===== config.mk =====
export PLATFORM = sky130hd
export DESIGN_NAME = onewire_master
export DESIGN_NICKNAME = d
export VERILOG_FILES = /design/src/rtl/onewire_pkg.sv /design/src/rtl/onewire_sync2.sv /design/src/rtl/onewire_master.sv
export SDC_FILE = /design/constraint.sdc
export NUM_CORES = 1
export LEC_CHECK = 0
export CORE_MARGIN = 3
export CORE_UTILIZATION = 55
export DETAILED_ROUTE_END_ITERATION = 10
export PLACE_DENSITY = 0.79
export SLEW_MARGIN = 10
export SYNTH_ARGS = -nofsm -noshare
export SYNTH_HDL_FRONTEND = slang
export SYNTH_HIERARCHICAL = 1
export SYNTH_SLANG_ARGS = --single-unit

===== constraint.sdc =====
create_clock -name clk_in -period 2.6 [get_ports clk_in]
set_input_delay 0.52 -clock clk_in [delete_from_list [all_inputs] [get_ports clk_in]]
set_output_delay 0.52 -clock clk_in [all_outputs]
set_load 0.05 [all_outputs]

===== src/rtl/onewire_pkg.sv =====
// Shared definitions for the DS18B20 1-Wire master: op codes, FSM states and
// default slot timing in ticks of the ~204.9 kHz slot clock (~4.88 us/tick).
package onewire_pkg;

  typedef enum logic [1:0] {
    OP_RESET = 2'd0,
    OP_WRITE = 2'd1,
    OP_READ  = 2'd2,
    OP_NOP   = 2'd3
  } op_e;

  typedef enum logic [2:0] {
    S_IDLE,
    S_RST_LOW,
    S_RST_WAIT,
    S_RST_REC,
    S_SLOT_LOW,
    S_SLOT_HOLD,
    S_SLOT_REC,
    S_DONE
  } state_e;

  localparam int T_RST_LOW_DEF     = 100;
  localparam int T_PRES_SAMPLE_DEF = 15;
  localparam int T_RST_REC_DEF     = 85;
  localparam int T_SLOT_DEF        = 13;
  localparam int T_RD_SAMPLE_DEF   = 3;
  localparam int T_REC_DEF         = 1;

endpackage


===== src/rtl/onewire_sync2.sv =====
// Two-flop synchronizer for the raw DQ pin; resets to 1 (idle bus level).
module onewire_sync2 (
  input  logic clk_in,
  input  logic rst_n,
  input  logic i_d,
  output logic o_q
);

  logic r_meta;
  logic r_sync;

  always_ff @(posedge clk_in or negedge rst_n) begin
    if (!rst_n) begin
      r_meta <= 1'b1;
      r_sync <= 1'b1;
    end else begin
      r_meta <= i_d;
      r_sync <= r_meta;
    end
  end

  assign o_q = r_sync;

endmodule


===== src/rtl/onewire_master.sv =====
// 1-Wire master: reset/presence, write byte, read byte on open-drain DQ.
// Purely time-driven FSM, one command at a time over a valid/ready port.
module onewire_master
  import onewire_pkg::*;
#(
  parameter int T_RST_LOW     = T_RST_LOW_DEF,
  parameter int T_PRES_SAMPLE = T_PRES_SAMPLE_DEF,
  parameter int T_RST_REC     = T_RST_REC_DEF,
  parameter int T_SLOT        = T_SLOT_DEF,
  parameter int T_RD_SAMPLE   = T_RD_SAMPLE_DEF,
  parameter int T_REC         = T_REC_DEF
) (
  input  logic       clk_in,
  input  logic       rst_n,
  input  logic       cmd_valid,
  input  logic [1:0] cmd_op,
  input  logic [7:0] cmd_data,
  output logic       cmd_ready,
  output logic       rsp_valid,
  output logic [7:0] rsp_data,
  output logic       presence,
  output logic       busy,
  input  logic       dq_in,
  output logic       dq_oe
);

  state_e     r_state;
  op_e        r_op;
  logic [7:0] r_tick;
  logic [7:0] r_shift;
  logic [7:0] r_rsp_data;
  logic [2:0] r_bit;
  logic       r_dq_oe;
  logic       r_cmd_ready;
  logic       r_rsp_valid;
  logic       r_presence;
  logic       r_busy;

  logic       w_dq_sync;
  logic [7:0] w_slot_tick;

  onewire_sync2 u_sync (
    .clk_in (clk_in),
    .rst_n  (rst_n),
    .i_d    (dq_in),
    .o_q    (w_dq_sync)
  );

  // SLOT_LOW is slot tick 0, so SLOT_HOLD's local tick lags the slot tick by one.
  assign w_slot_tick = r_tick + 8'd1;

  always_ff @(posedge clk_in or negedge rst_n) begin
    if (!rst_n) begin
      r_state     <= S_IDLE;
      r_op        <= OP_RESET;
      r_tick      <= 8'd0;
      r_shift     <= 8'd0;
      r_rsp_data  <= 8'd0;
      r_bit       <= 3'd0;
      r_dq_oe     <= 1'b0;
      r_cmd_ready <= 1'b0;
      r_rsp_valid <= 1'b0;
      r_presence  <= 1'b0;
      r_busy      <= 1'b0;
    end else begin
      r_tick      <= r_tick + 8'd1;
      r_rsp_valid <= 1'b0;
      case (r_state)
        S_IDLE: begin
          r_cmd_ready <= 1'b1;
          r_busy      <= 1'b0;
          r_dq_oe     <= 1'b0;
          if (cmd_valid && r_cmd_ready) begin
            r_op        <= op_e'(cmd_op);
            r_shift     <= cmd_data;
            r_bit       <= 3'd0;
            r_tick      <= 8'd0;
            r_cmd_ready <= 1'b0;
            r_busy      <= 1'b1;
            case (op_e'(cmd_op))
              OP_RESET: begin
                r_state <= S_RST_LOW;
                r_dq_oe <= 1'b1;
              end
              OP_WRITE, OP_READ: begin
                r_state <= S_SLOT_LOW;
                r_dq_oe <= 1'b1;
              end
              default: r_state <= S_DONE;
            endcase
          end
        end
        S_RST_LOW: begin
          if (r_tick == 8'(T_RST_LOW - 1)) begin
            r_state <= S_RST_WAIT;
            r_tick  <= 8'd0;
            r_dq_oe <= 1'b0;
          end
        end
        S_RST_WAIT: begin
          if (r_tick == 8'(T_PRES_SAMPLE - 1)) begin
            r_presence <= ~w_dq_sync;
            r_state    <= S_RST_REC;
            r_tick     <= 8'd0;
          end
        end
        S_RST_REC: begin
          if (r_tick == 8'(T_RST_REC - 1)) begin
            r_state <= S_DONE;
            r_tick  <= 8'd0;
          end
        end
        S_SLOT_LOW: begin
          r_state <= S_SLOT_HOLD;
          r_tick  <= 8'd0;
          r_dq_oe <= (r_op == OP_WRITE) && !r_shift[0];
        end
        S_SLOT_HOLD: begin
          if (r_op == OP_READ && w_slot_tick == 8'(T_RD_SAMPLE))
            r_shift <= {w_dq_sync, r_shift[7:1]};
          if (w_slot_tick == 8'(T_SLOT - 1)) begin
            r_state <= S_SLOT_REC;
            r_tick  <= 8'd0;
            r_dq_oe <= 1'b0;
          end
        end
        S_SLOT_REC: begin
          if (r_tick == 8'(T_REC - 1)) begin
            r_tick <= 8'd0;
            if (r_bit == 3'd7) begin
              r_state <= S_DONE;
            end else begin
              r_bit   <= r_bit + 3'd1;
              r_state <= S_SLOT_LOW;
              r_dq_oe <= 1'b1;
              if (r_op == OP_WRITE) r_shift <= {1'b0, r_shift[7:1]};
            end
          end
        end
        S_DONE: begin
          r_rsp_valid <= 1'b1;
          r_rsp_data  <= (r_op == OP_READ) ? r_shift : 8'd0;
          r_state     <= S_IDLE;
          r_tick      <= 8'd0;
          r_cmd_ready <= 1'b1;
          r_busy      <= 1'b0;
        end
        default: r_state <= S_IDLE;
      endcase
    end
  end

  assign cmd_ready = r_cmd_ready;
  assign rsp_valid = r_rsp_valid;
  assign rsp_data  = r_rsp_data;
  assign presence  = r_presence;
  assign busy      = r_busy;
  assign dq_oe     = r_dq_oe;

endmodule


==> impl_results.md <==
- Status: completed
- I/O Buffers: 26
- Initial DRC count: 94
- Congestion Overflow GR: 0
- Synth unique cells: 50
- Residual DRC: 0
- Skew final: 6.93 ps
- Area Overhead vs Synth: 20.3%
- Die height: 68.9 um
- Std cell rows: 22
- Hold Crit Class: in -> async
- Ys flop type: dfrtp_1
- Root Buffer Master: clkbuf_8
- CTS Buffer Depth: 2
- Routability cong.: 0.857
- Fill cells: 295
- Max Slew Vio Count: 0
- Final setup margin: 222 ps
- Synth Area in Compound Gates: 0.158
- Starting Density: 0.581
- Clock sinks: 39
- Nets: 275
- Core area: 0.00374 sq mm
- Clk Latency, worst-skew pair: 300 ps
- Initial antenna violation count: 0
- Synth Register Bits: 39
- Worst Setup End Kind: register
- Slowest Stage Delay on Critical Path: 450 ps
- Worst-path clk slew: 80 ps
- Vias per cell: 5.73
- Top cell type by total area after synthesis: dfrtp_1
- IO Pins: 27
- Post-synthesis simple-gate area fraction: 0.168
- Placement Setup Slack: 117 ps
- P per Cell Area: 420 mW/mm^2
- Average size of a mapped cell: 9.70 sq um
- FFs w/ async S/R, synth: 1.00
- Via count: 1737
- Critical Path Fanout Max: 8
- Largest family of logic cells by synthesized area: simple AND/OR/NAND/NOR gates
- Post-CTS sizing: 0
- Final setup TNS: 0 ps
- Count leader, synth: dfrtp_1
- CP Buf/Inv Count: 1
- Final Hold Vio Count: 0
- Post-synth EDFFs: 0
- Number of max-cap violations: 0
- CP max stage cell: dfrtp_1
- Final setup fails: 0
- Pre-antenna DRT Iters: 4
- CTS tree: yes
- Tmin final: 2380 ps
- Worst-case vdd ir drop: 323 uV
- Antenna diode count: 0
- Yosys top cell area share: 0.426
- WS Path Type: reg -> reg
- Layout cell share with drive strength beyond 1: 0.169
- Post-DRT Antenna Nets: 0
- H-tree depth: 2
- Placed insts: 294
- RSZ-0062 raised after global routing: no
- Synth Area in Adders: 0.0403
- Clock buffer count from CTS: 5
- First-pass GRT wire length: 7510 um
- Post-synthesis cell count: 224
- Vias in the first global route: 1587
- YS warnings: 6
- Routed length per instance: 15.4 um
- Post-DP HPWL: 3320 um
- Die Wd: 68.9 um
- Finished Layout Cells: 303
- Mux contribution to synthesized area: 0.0921
- Top delay family on crit path: compound AO/OA/AOI/OAI gates
- Worst-path cell chain: ha_1 -> a311oi_1 -> a31o_2 -> nand3_1 -> a211o_1 -> a211oi_4 -> buf_12 -> mux2_2
- Die ar.: 0.00474 sq mm
- Synth cell count leaders: dfrtp_1, nand2_1, nor2_1, mux2_2, o21ai_0
- Xor and xnor area share after synthesis: 0.0403
- Largest net degree at the start of global routing: 40
- Required @ worst endpoint: 2790 ps
- Synth Cell Area: 0.00217 sq mm
- Max-slew headroom: 0.428
- Top post-synthesis cells by area: dfrtp_1, mux2_2, nand2_1
- Post-Route WL: 4670 um
- Tightest Pin Transition: 858 ps
- Fmax: 0.420 GHz
- P_leak: 0.00119 uW
- Post-synthesis sequential area ratio: 0.450
- Total track usage: 0.217
- Crit start category: register
- Final worst path period share: 0.915
- Syn Nets: 245
- Worst Path Arrival: 2560 ps
## final cells by class
type / instances / area, sq um / share of cell area
repair buffers: 37 / 350 / 0.134
flip-flops and latches: 39 / 978 / 0.374
clock buffers: 7 / 96.3 / 0.0369
well taps: 48 / 60.1 / 0.0230
inverters: 10 / 37.5 / 0.0144
clock inverters: 1 / 7.51 / 0.00287
multi-input cells: 161 / 1080 / 0.415
## layout by cell type, fill, tap and decap left out, drive strengths merged, types with 4 or more instances in the layout
cell type / synthesis / final
xor2: 6 / 6
inv: 9 / 9
nand4: 4 / 4
a21oi: 6 / 6
dfrtp: 37 / 37
o21ai: 16 / 16
xnor2: 4 / 4
buf: 9 / 12
mux2: 16 / 16
nor3: 5 / 5
nand2: 26 / 26
a31oi: 4 / 4
clkdlybuf4s50: 0 / 25
clkbuf: 5 / 7
nor2: 19 / 19
ha: 7 / 7
nand3: 5 / 5
## state kept, by name, summed over array words and instances, names as in the netlist
| signal | cells |
|---|---|
| rsp_valid | 1 |
| u_sync/o_q | 1 |
| r_tick | 8 |
| u_sync/r_meta | 1 |
| r_bit | 3 |
| rsp_data | 8 |
| r_op | 2 |
| cmd_ready | 1 |
| r_shift | 8 |
| dq_oe | 1 |
| r_state | 3 |
| busy | 1 |
| presence | 1 |
## worst paths after layout
| kind | depth (start not counted) | startpoint | slack, ps | endpoint |
|---|---|---|---|---|
| hold / removal | 1 | rst_n | 330 | r_tick[4]$_DFF_PN0_ |
| min in group clk_in | 0 | u_sync/r_meta$_DFF_PN1_ | 360 | u_sync/o_q$_DFF_PN1_ |
| setup / recovery | 8 | r_tick[0]$_DFF_PN0_ | 220 | r_shift[4]$_DFFE_PN0P_ |
| max in group asynchronous | 1 | rst_n | 1730 | r_state[1]$_DFFE_PN0P_ |
| setup reg to reg | 8 | r_tick[0]$_DFF_PN0_ | 220 | r_shift[4]$_DFFE_PN0P_ |
| hold reg to reg | 0 | u_sync/r_meta$_DFF_PN1_ | 360 | u_sync/o_q$_DFF_PN1_ |
## worst register-to-register path, cell delays in order, from the launching register on
cell and delay (ps):
dfrtp_1 450, ha_1 300, a311oi_1 290, a31o_2 140, nand3_1 70, a211o_1 280, a211oi_4 250, buf_12 160
mux2_2 330
## per-stage QoR
step	total power [uW]	cell area, sq um	hold slack [ps]	util
after CTS	1110	2590	356	0.693
after global placement	660	2490	346	0.665
after floorplan	626	2170	224	-
after detailed placement	660	2490	347	0.665
after global routing	1150	2610	366	0.698
final	1100	2610	334	0.698
## where the power goes
part | leakage, uW | switching (uW) | internal, uW
Clock | 0.0000505 | 210 | 241
Combinational | 0.000644 | 18.1 | 19.2
Sequential | 0.000497 | 0.936 | 609
Total | 0.00119 | 229 | 869
## what timing repair did
| action | CTS | global route |
|---|---|---|
| hold buffers | 0 | 0 |
| setup endpoints to repair | 0 | 7 |
| setup buffers | 0 | 1 |
## routing by layer
layer | routed length [um] | up-vias | track usage
met1 | 2180 | 837 | 0.305
li1 | - | 845 | -
met2 | 2160 | 42 | 0.313
met5 | 0 | - | 0
met4 | 105 | 0 | 0.0973
met3 | 225 | 13 | 0.0583
## cell families (layout without fill, tap and decap cells)
logic type | Yosys count | in the layout
simple gates | 76 | 76
compound gates | 50 | 50
flops | 39 | 39
buf+inv | 24 | 55
mux | 18 | 18
xor+xnor | 10 | 10
fa+ha+maj | 7 | 7
(Power assumes the default switching activity.)
